--- config.mk ---
export PLATFORM = sky130hd
export DESIGN_NAME = bcd_seg_counter
export DESIGN_NICKNAME = d
export VERILOG_FILES = /design/src/rtl/bcd_seg_counter.sv
export SDC_FILE = /design/constraint.sdc
export NUM_CORES = 1
export LEC_CHECK = 0
export BUFFER_PORTS_ARGS = -buffer_cell sky130_fd_sc_hd__buf_2
export CORE_UTILIZATION = 30
export CTS_CLUSTER_DIAMETER = 80
export DETAILED_ROUTE_END_ITERATION = 6
export PLACE_DENSITY = 0.46
export SLEW_MARGIN = 20
export SYNTH_ARGS = -nofsm -noshare
export SYNTH_HDL_FRONTEND = slang
export SYNTH_SLANG_ARGS = --single-unit
--- constraint.sdc ---
create_clock -name clk -period 4.2 [get_ports clk]
set_clock_uncertainty 0.1 [all_clocks]
set_input_delay 0.63 -clock clk [delete_from_list [all_inputs] [get_ports clk]]
set_output_delay 0.63 -clock clk [all_outputs]
set_load 0.05 [all_outputs]
--- src/rtl/bcd_seg_counter.sv ---
// Two-digit BCD up/down event counter with a latched 7-segment display register.
// Count, wrap, err and both7seg are all registered (1 cycle); no backpressure, every event is taken.
module bcd_seg_counter #(
  parameter int MAXV       = 99,
  parameter int LZB        = 1,
  parameter int ACTIVE_LOW = 0
) (
  input  logic        clk,
  input  logic        rst,
  input  logic        inc,
  input  logic        dec,
  input  logic        clr,
  input  logic        load,
  input  logic [7:0]  load_val,
  input  logic        latch,
  output logic [13:0] both7seg,
  output logic [7:0]  count,
  output logic        wrap,
  output logic        err
);

  localparam logic [3:0]  MAX_T   = 4'(MAXV / 10);
  localparam logic [3:0]  MAX_O   = 4'(MAXV % 10);
  localparam logic [7:0]  MAX_BCD = {MAX_T, MAX_O};
  localparam logic [13:0] SEG_OFF = (ACTIVE_LOW != 0) ? 14'h3FFF : 14'h0000;

  logic [7:0]  count_q, count_d;
  logic        wrap_q, wrap_d;
  logic        err_q, err_d;
  logic [13:0] seg_q, seg_d;
  logic [7:0]  ld_dec;
  logic        ld_ok;
  logic [6:0]  tens_seg;
  logic [13:0] disp;

  function automatic logic [6:0] seg7(input logic [3:0] n);
    case (n)
      4'd0:    seg7 = 7'h3F;
      4'd1:    seg7 = 7'h06;
      4'd2:    seg7 = 7'h5B;
      4'd3:    seg7 = 7'h4F;
      4'd4:    seg7 = 7'h66;
      4'd5:    seg7 = 7'h6D;
      4'd6:    seg7 = 7'h7D;
      4'd7:    seg7 = 7'h07;
      4'd8:    seg7 = 7'h7F;
      4'd9:    seg7 = 7'h6F;
      default: seg7 = 7'h00;
    endcase
  endfunction

  // Decimal value of the load word is only meaningful once both nibbles pass the <=9 test.
  assign ld_dec = {4'd0, load_val[7:4]} * 8'd10 + {4'd0, load_val[3:0]};
  assign ld_ok  = (load_val[7:4] <= 4'd9) && (load_val[3:0] <= 4'd9) && (ld_dec <= 8'(MAXV));

  assign tens_seg = ((LZB != 0) && (count_q[7:4] == 4'd0)) ? 7'h00 : seg7(count_q[7:4]);
  assign disp     = (ACTIVE_LOW != 0) ? ~{tens_seg, seg7(count_q[3:0])}
                                      :  {tens_seg, seg7(count_q[3:0])};

  always_comb begin
    count_d = count_q;
    wrap_d  = 1'b0;
    err_d   = 1'b0;
    seg_d   = latch ? disp : seg_q;
    if (clr) begin
      count_d = 8'h00;
    end else if (load) begin
      if (ld_ok) count_d = load_val;
      else       err_d   = 1'b1;
    end else if (inc && !dec) begin
      if (count_q == MAX_BCD) begin
        count_d = 8'h00;
        wrap_d  = 1'b1;
      end else if (count_q[3:0] == 4'd9) begin
        count_d = {count_q[7:4] + 4'd1, 4'd0};
      end else begin
        count_d = {count_q[7:4], count_q[3:0] + 4'd1};
      end
    end else if (dec && !inc) begin
      if (count_q == 8'h00) begin
        count_d = MAX_BCD;
        wrap_d  = 1'b1;
      end else if (count_q[3:0] == 4'd0) begin
        count_d = {count_q[7:4] - 4'd1, 4'd9};
      end else begin
        count_d = {count_q[7:4], count_q[3:0] - 4'd1};
      end
    end
  end

  always_ff @(posedge clk) begin
    if (rst) begin
      count_q <= 8'h00;
      wrap_q  <= 1'b0;
      err_q   <= 1'b0;
      seg_q   <= SEG_OFF;
    end else begin
      count_q <= count_d;
      wrap_q  <= wrap_d;
      err_q   <= err_d;
      seg_q   <= seg_d;
    end
  end

  assign both7seg = seg_q;
  assign count    = count_q;
  assign wrap     = wrap_q;
  assign err      = err_q;

endmodule

== Word-level counts from Yosys, hierarchy flattened ==
Memory sizes are Yosys's and may differ from the RTL's. A register that Yosys moved wholly into a read port is not among the register bits.
Cells that the tools add are included.
Storage, ports and cells
  bits in registers: 24
  memory bits (read-only): 224
  word-level logic and storage cells: 53
  memories: 2
Memory list
  (no name shown): words 16, width 7, read ports 1, clocked after memory_dff 1, wr ports 0, RTL line 37  | case (n)
  (no name shown): words 16, width 7, read ports 1, clocked after memory_dff 1, wr ports 0, RTL line 37
Operators by class
  add/sub/neg operators: 5
  $mul: 1
  order comparisons: 3
  equality and inequality tests: 4
  muxes and demuxes: 16
  bitwise gates (word level): 1
  reduce and logical (&&, ||, !) cells: 16
Operator list (number)
  two-way mux 8 bit: 8
  adder 4 x 1 -> 4 bit, second input constant: 2
  adder 8 x 4 -> 8 bit: 1
  == test 8 bit, second input constant: 1
  less-or-equal comparator 4 bit, second input constant: 2
  less-or-equal comparator 8 x 7 -> 1 bit, second input constant: 1
  logical NOT 4 bit: 2
  logical NOT 8 bit: 1
  two-way mux 4 bit: 2
  subtractor 4 x 1 -> 4 bit, second input constant: 2
  multiplier 4 x 3 -> 7 bit, second input constant: 1
  two-way mux 7 bit: 1
  OR reduction 3 bit: 2
  two-way mux 1 bit: 5
  == test 4 bit, second input constant: 1
  logical AND 1 bit: 4
  inequality test 4 x 2 -> 1 bit, second input constant: 1
  AND reduction 4 bit: 1
  nonzero test 4 bit: 1
  nonzero test 3 bit: 1
  logical NOT 1 bit: 2
  inequality test 2 x 1 -> 1 bit, second input constant: 1
  AND reduction 2 bit: 1
  OR reduction 2 bit: 1
  NOT 1 bit: 1

== Longest topological paths before layout ==
Gate-level depths: netlist of run 1.
  depth after elaboration: 8
  mapped depth: 15

== Worst setup path before layout of run 1 ==
OpenSTA, ideal clock, no wires.
  path type: input to register
  from: in load_val[4]
  to: reg (tool-made name)
  setup time: 122 ps
  arrival time: 3366 ps
  required time: 3978 ps
  path slack: 612 ps
  cell stages on the path: 13
  cells stage by stage: ha_1 -> ha_1 -> and3_1 -> or3_1 -> o311a_1 -> o311a_1 -> buf_6 -> nor2_1 -> a21oi_1 -> nand2b_1 -> ha_1 -> o22ai_1 -> o21ai_0
RTL lines
  start: declaration: RTL line 14  | input logic [7:0] load_val,

==> results of run 1 <==
==> layout by cell type (no fill, tap or decap), drive strengths merged, types with 5 or more instances in the layout <==
cell type	instances
buf	39
dfxtp	31
a21oi	28
ha	25
nor2	21
inv	20
o21ai	19
nand2	16
nand2b	15
nand3	14
nor3	10
o22ai	6
clkbuf	6
mux2i	6
a211oi	5
==> per-stage QoR <==
| step | power, mW | instances | setup WS, ns | instance area (µm²) | hold WS, ns |
|---|---|---|---|---|---|
| CTS | 0.885 | 426 | 0.516 | 2730 | 0.361 |
| global route | 0.928 | 426 | 0.192 | 2730 | 0.379 |
| floorplan | 0.522 | 296 | 0.612 | 2360 | 0.350 |
| global placement | 0.580 | 418 | 0.275 | 2610 | 0.356 |
| finish | 0.875 | 426 | 0.497 | 2730 | 0.364 |
| detailed placement | 0.578 | 418 | 0.228 | 2610 | 0.356 |
==> layer usage <==
metal	vias to the layer above	wire, µm	part of all wire	global-route usage
met4	0	79	0.013	0.0376
li1	1123	-	-	-
met2	67	2670	0.45	0.238
met1	1014	2900	0.49	0.210
met5	-	0	0	0
met3	8	330	0.055	0.0328
==> worst max-delay path: cells and delay by family <==
kind	cells	cell delay, ns
AND/OR/NAND/NOR	2	0.40
XOR/XNOR	1	0.24
AO/OA/AOI/OAI	6	1.14
adder cells (fa/ha/maj)	4	1.24
buffers and inverters	1	0.13
==> logic make-up after synthesis <==
family | Yosys count
compound gates | 90
xor+xnor | 6
fa+ha+maj | 27
buf+inv | 36
flops | 31
mux | 7
simple gates | 99
==> power by group <==
part           switching, mW  internal, mW
registers             0.0167         0.313
logic                  0.160        0.0828
clock network          0.111         0.192
==> worst max-delay path by stage <==
stage,from,to,slack (ns),cells after the start
floorplan,load_val[4],register,0.61,13
global placement,load_val[6],register,0.28,13
detailed placement,load_val[5],register,0.23,14
CTS,load_val[5],register,0.52,14
global route,load_val[7],register,0.19,14
finish,load_val[5],register,0.50,14
==> synthesized netlist by cell type, types with 3 or more instances <==
library cell | instances | area share
o21a_1 | 3 | 0.0095
dfxtp_1 | 31 | 0.26
o22ai_1 | 6 | 0.016
nor2b_1 | 3 | 0.0079
o31ai_1 | 3 | 0.0095
nand2_1 | 16 | 0.025
o211ai_1 | 4 | 0.013
nand2b_1 | 15 | 0.040
o21ai_0 | 19 | 0.040
clkbuf_1 | 14 | 0.022
ha_1 | 25 | 0.13
a21oi_1 | 27 | 0.057
nand3_1 | 14 | 0.030
nor3_1 | 10 | 0.021
xor2_1 | 3 | 0.011
mux2i_1 | 5 | 0.021
inv_1 | 19 | 0.030
a211oi_1 | 5 | 0.016
nor2_1 | 21 | 0.033
xnor2_1 | 3 | 0.011
and3_1 | 4 | 0.011
==> area by class of cell <==
cell class / count / area, µm²
inverters: 20 / 75.1
clock buffers: 6 / 82.6
fillers: 807 / 4720
flip-flops and latches: 31 / 621
clock inverters: 2 / 35.0
repair buffers: 39 / 198
well taps: 99 / 124
multi-input cells: 229 / 1590
==> results by group, run 1 <==
Yosys
  • FFs w/ async S/R, synth: 0
  • Mux contribution to synthesized area: 0.0371
  • Primary FF master, synth: dfxtp_1
  • Synth Area in Compound Gates: 0.248
  • Fraction of the mapped netlist area in simple logic gates: 0.218
  • Syn Area/Cell: 7.98 µm²
  • Seq/Total Area, Yosys: 0.263
  • Post-Synth XOR/XNOR Area: 0.0223
  • Post-synth EDFFs: 0
  • Synth Instances: 296
  • Syn Nets: 338
  • Number of synthesized register bits: 31
  • Largest family of logic cells by synthesized area: compound AO/OA/AOI/OAI gates
  • Mapped Area: 2360 µm²
  • YS warnings: 0
  • Fraction of the mapped netlist area in adder cells: 0.149
  • Synth unique cells: 54

Detailed routing
  • Routed Antenna Nets: 0
  • Vias: 2212
  • Routed wire length: 5980 µm
  • Number of detailed-route iterations in the first pass: 4
  • DRC viols: 0
  • DR vias/cell: 5.19
  • Detailed-route wire length per cell: 14.0 µm
  • Iteration-0 DRC Markers: 116

STA
  • Slew Limit Headroom: 0.637
  • Final setup TNS: 0 ns
  • Final worst-path cycle share: 0.882
  • Fin crit period: 3.70 ns
  • RSZ-0062 raised after global routing: no
  • Final Hold Viols: 0
  • Actual slew at the worst max-slew pin: 0.531 ns
  • Final Max Tran Viols: 0
  • Fmax: 270 MHz
  • Setup violators final: 0

Critical path
  • WP data arrival: 3.76 ns
  • CP peak stage delay: 0.53 ns
  • Crit Path Max Fanout: 9
  • Reg2reg start: count[1]
  • Critical path capture point type: register
  • Worst r2r path cells: 13
  • Most Frequent Cell on Critical Path: ha_1
  • WP data required: 4.26 ns
  • R2R setup slack: 0.97 ns
  • Crit path cell chain: buf_2, ha_1, ha_1, fa_1, xnor2_1, o21ai_0, o311a_1, o311a_1, nor2_1, a21oi_1, nand2b_1, ha_1, o22ai_1, o21ai_0
  • Setup Crit Path Kind: input pin to register
  • CP max stage cell: o311a_1
  • Startpoint Class: input pin

GRT
  • Total track usage: 0.152
  • Overflow after GRT: 0
  • Initial antenna violation count: 0
  • First-pass GRT wire length: 10100 µm
  • Vias in the first global route: 2027
  • Largest net degree at the start of global routing: 27

Run
  • Max-Cap Viols: 0

Hold path
  • WHS Endpoint: both7seg[7]
  • Hold Path Cell Cnt: 2
  • Worst hold path class: register to register

Finish
  • P&R area growth vs syn: 15.6%
  • Final Util: 0.366
  • Ratio of cells with drive above 1 in the final layout: 0.171
  • N_diodes: 0
  • Nets@finish: 368

Placed design
  • Gp weighted congestion: 0.817
  • DP HPWL: 4500 µm
  • PortBufs: 38

Die
  • Core area: 7450 µm²
  • Initial Util: 0.317
  • FP Rows: 31
  • I/O Pins: 39
  • Die height: 90.7 µm
  • Die area: 8230 µm²
  • Die Width: 90.7 µm

Pwr
  • Static leakage: 1.20 nW
  • Worst VDD drop: 111 µV
  • Pwr/cell area: 321 nW/µm²

Clock network
  • Clock root buffer: clkbuf_8
  • Inserted Clock Buffers: 5
  • Worst-skew pair later-pin latency: 0.28 ns
  • Setup Fix Bufs, Post-CTS: 0
  • Post-CTS Resized: 0
  • Total clock sinks: 31
  • CTS tree: built
  • CTS max path bufs: 2
  • Worst-path clk slew: 0.07 ns
  • H-tree Lvls: 2
  • Cts hold-fix bufs: 0

Run status
  • Status: finished clean
No activity file was read; power rests on OpenSTA's default activity.
==> inputs of run 2 (changes only) <==
--- a/config.mk
+++ b/config.mk
@@ -6,10 +6,14 @@
 export NUM_CORES = 1
 export LEC_CHECK = 0
 export BUFFER_PORTS_ARGS = -buffer_cell sky130_fd_sc_hd__buf_2
+export CAP_MARGIN = 5
+export CELL_PAD_IN_SITES_DETAIL_PLACEMENT = 1
+export CELL_PAD_IN_SITES_GLOBAL_PLACEMENT = 1
 export CORE_UTILIZATION = 30
 export CTS_CLUSTER_DIAMETER = 80
 export DETAILED_ROUTE_END_ITERATION = 6
-export PLACE_DENSITY = 0.46
+export GPL_TIMING_DRIVEN = 0
+export PLACE_DENSITY = 0.59
 export SLEW_MARGIN = 20
 export SYNTH_ARGS = -nofsm -noshare
 export SYNTH_HDL_FRONTEND = slang
==> results by group, run 2 (same netlist as run 1, synthesis figures left out) <==
Critical path
  • Crit path cell chain: buf_2, ha_1, ha_1, fa_1, xnor2_1, o21ai_0, o311a_1, o311a_1, buf_6, nor2_1, a21oi_1, nand2b_1, ha_1, o22ai_1, o21ai_0
  • CP max stage cell: fa_1
  • Critical path capture point type: register
  • CP peak stage delay: 0.42 ns (-0.11 ns)
  • Setup Crit Path Kind: input pin to register
  • Crit Path Max Fanout: 9 (unchanged)
  • Startpoint Class: input pin
  • Worst path buffer plus inverter count: 2 (+1)
  • WP data arrival: 3.82 ns (+0.06 ns)
  • Most Frequent Cell on Critical Path: ha_1
  • WP data required: 4.25 ns (about the same)
  • Crit-path leading delay family: adder cells
  • R2R setup slack: 0.89 ns (-0.08 ns)

Die
  • Die Width: 90.7 µm (unchanged)
  • FP Rows: 31 (unchanged)
  • I/O Pins: 39 (unchanged)
  • Die area: 8230 µm² (unchanged)
  • Die height: 90.7 µm (unchanged)
  • Core area: 7450 µm² (unchanged)
  • Initial Util: 0.317 (unchanged)

STA
  • Setup violators final: 0 (unchanged)
  • Worst setup margin: 0.438 ns (-0.0595 ns)
  • Fmax: 266 MHz (-1.6%)
  • Final Max Tran Viols: 0 (unchanged)
  • Final setup TNS: 0 ns (unchanged)
  • Fin crit period: 3.76 ns (+0.0595 ns)
  • Final worst-path cycle share: 0.896 (+0.0142)
  • Final Hold Viols: 0 (unchanged)
  • Actual slew at the worst max-slew pin: 0.554 ns (+0.0227 ns)
  • RSZ-0062 raised after global routing: no
  • Slew Limit Headroom: 0.621 (-0.0155)

Clock network
  • Clock root buffer: clkbuf_8
  • CTS tree: built
  • CTS max path bufs: 2 (unchanged)
  • Setup Fix Bufs, Post-CTS: 0 (unchanged)
  • Total clock sinks: 31 (unchanged)
  • Worst-path clk slew: 0.07 ns (about the same)
  • Cts hold-fix bufs: 0 (unchanged)
  • Worst-skew pair later-pin latency: 0.27 ns (about the same)
  • Post-CTS Resized: 0 (unchanged)
  • H-tree Lvls: 2 (unchanged)
  • Inserted Clock Buffers: 5 (unchanged)

Pwr
  • Total power: 0.823 mW (-6.0%)
  • Worst VDD drop: 185 µV (+66%)
  • Pwr/cell area: 298 nW/µm² (-7.0%)
  • Static leakage: 1.20 nW (+0.37%)

Finish
  • Post-layout instance area: 2760 µm² (+1.1%)
  • Nets@finish: 382 (+3.8%)
  • Most frequent cells in the layout: 37 x buf_2, 31 x dfxtp_1, 27 x a21oi_1
  • P&R area growth vs syn: 16.8%
  • N_diodes: 0 (unchanged)
  • Layout Cells excl Fill: 439 (+3.1%)
  • Commonest non-fill, non-tap cell in the layout: buf_2
  • Ratio of cells with drive above 1 in the final layout: 0.162 (-0.00949)

Detailed routing
  • Number of detailed-route iterations in the first pass: 4 (unchanged)
  • Routed wire length: 6670 µm (+12%)
  • Detailed-route wire length per cell: 15.2 µm (+8.2%)
  • Iteration-0 DRC Markers: 51 (-56%)
  • Vias: 2282 (+3.2%)
  • DR vias/cell: 5.20 (+0.11%)
  • Routed Antenna Nets: 0 (unchanged)
  • DRC viols: 0 (unchanged)

Run status
  • Status: finished clean

GRT
  • Overflow after GRT: 0 (unchanged)
  • Largest net degree at the start of global routing: 12 (-56%)
  • Total track usage: 0.170 (+0.0183)
  • First-pass GRT wire length: 11400 µm (+13%)
  • Vias in the first global route: 2287 (+13%)
  • Initial antenna violation count: 0 (unchanged)

Placed design
  • DP Cell Count: 432 (+3.3%)
  • Setup WS pre-CTS: 0.168 ns (-0.0603 ns)
  • DP HPWL: 5280 µm (+17%)
  • Gp weighted congestion: 0.779 (-4.7%)
  • Dpl cell area: 2670 µm² (+2.3%)
  • PortBufs: 37 (-2.6%)

Run
  • Max-Cap Viols: 0 (unchanged)

Hold path
  • Worst hold path class: register to register
==> run 2: per-layer routing <==
layer / routed length [µm] / track usage / vias up
met1: 3580 / 0.246 / 1083
met5: 0 / 0 / -
met4: 67 / 0.0175 / 0
met3: 134 / 0.0295 / 8
met2: 2890 / 0.271 / 33
li1: - / - / 1158
==> run 2: final timing paths <==
check	from	cells past startpoint	endpoint
max	load_val[5]	15	register
min	both7seg[12]	2	both7seg[12]
min reg2reg	both7seg[12]	2	both7seg[12]
max reg2reg	count[1]	14	register
==> run 2: cell type report <==
class | count | area (µm²)
inverters | 20 | 75.1
clock buffers | 6 | 82.6
plain buffers | 16 | 71.3
multi-input cells | 229 | 1590
flip-flops and latches | 31 | 621
repair buffers | 37 | 185
clock inverters | 1 | 5.00
fillers | 966 | 4690
well taps | 99 | 124
==> run 2: tightest hold or removal path, cell delays in order, from the launching register on <==
cell      delay [ns]
dfxtp_1         0.31
nand2b_1        0.06
a21oi_1         0.05
==> run 2: metrics by stage <==
stage	util	hold WS, ns
2_1_floorplan	-	0.350
3_3_place_gp	0.359	0.356
3_5_place_dp	0.359	0.362
4_1_cts	0.370	0.371
5_1_grt	0.370	0.387
6_report	0.370	0.368
==> run 2: report_power, final <==
group	leakage (nW)	internal (mW)	switching, mW
logic	0.902	0.0881	0.170
registers	0.254	0.313	0.0131
clock network	0.0470	0.129	0.109
total	1.20	0.530	0.293
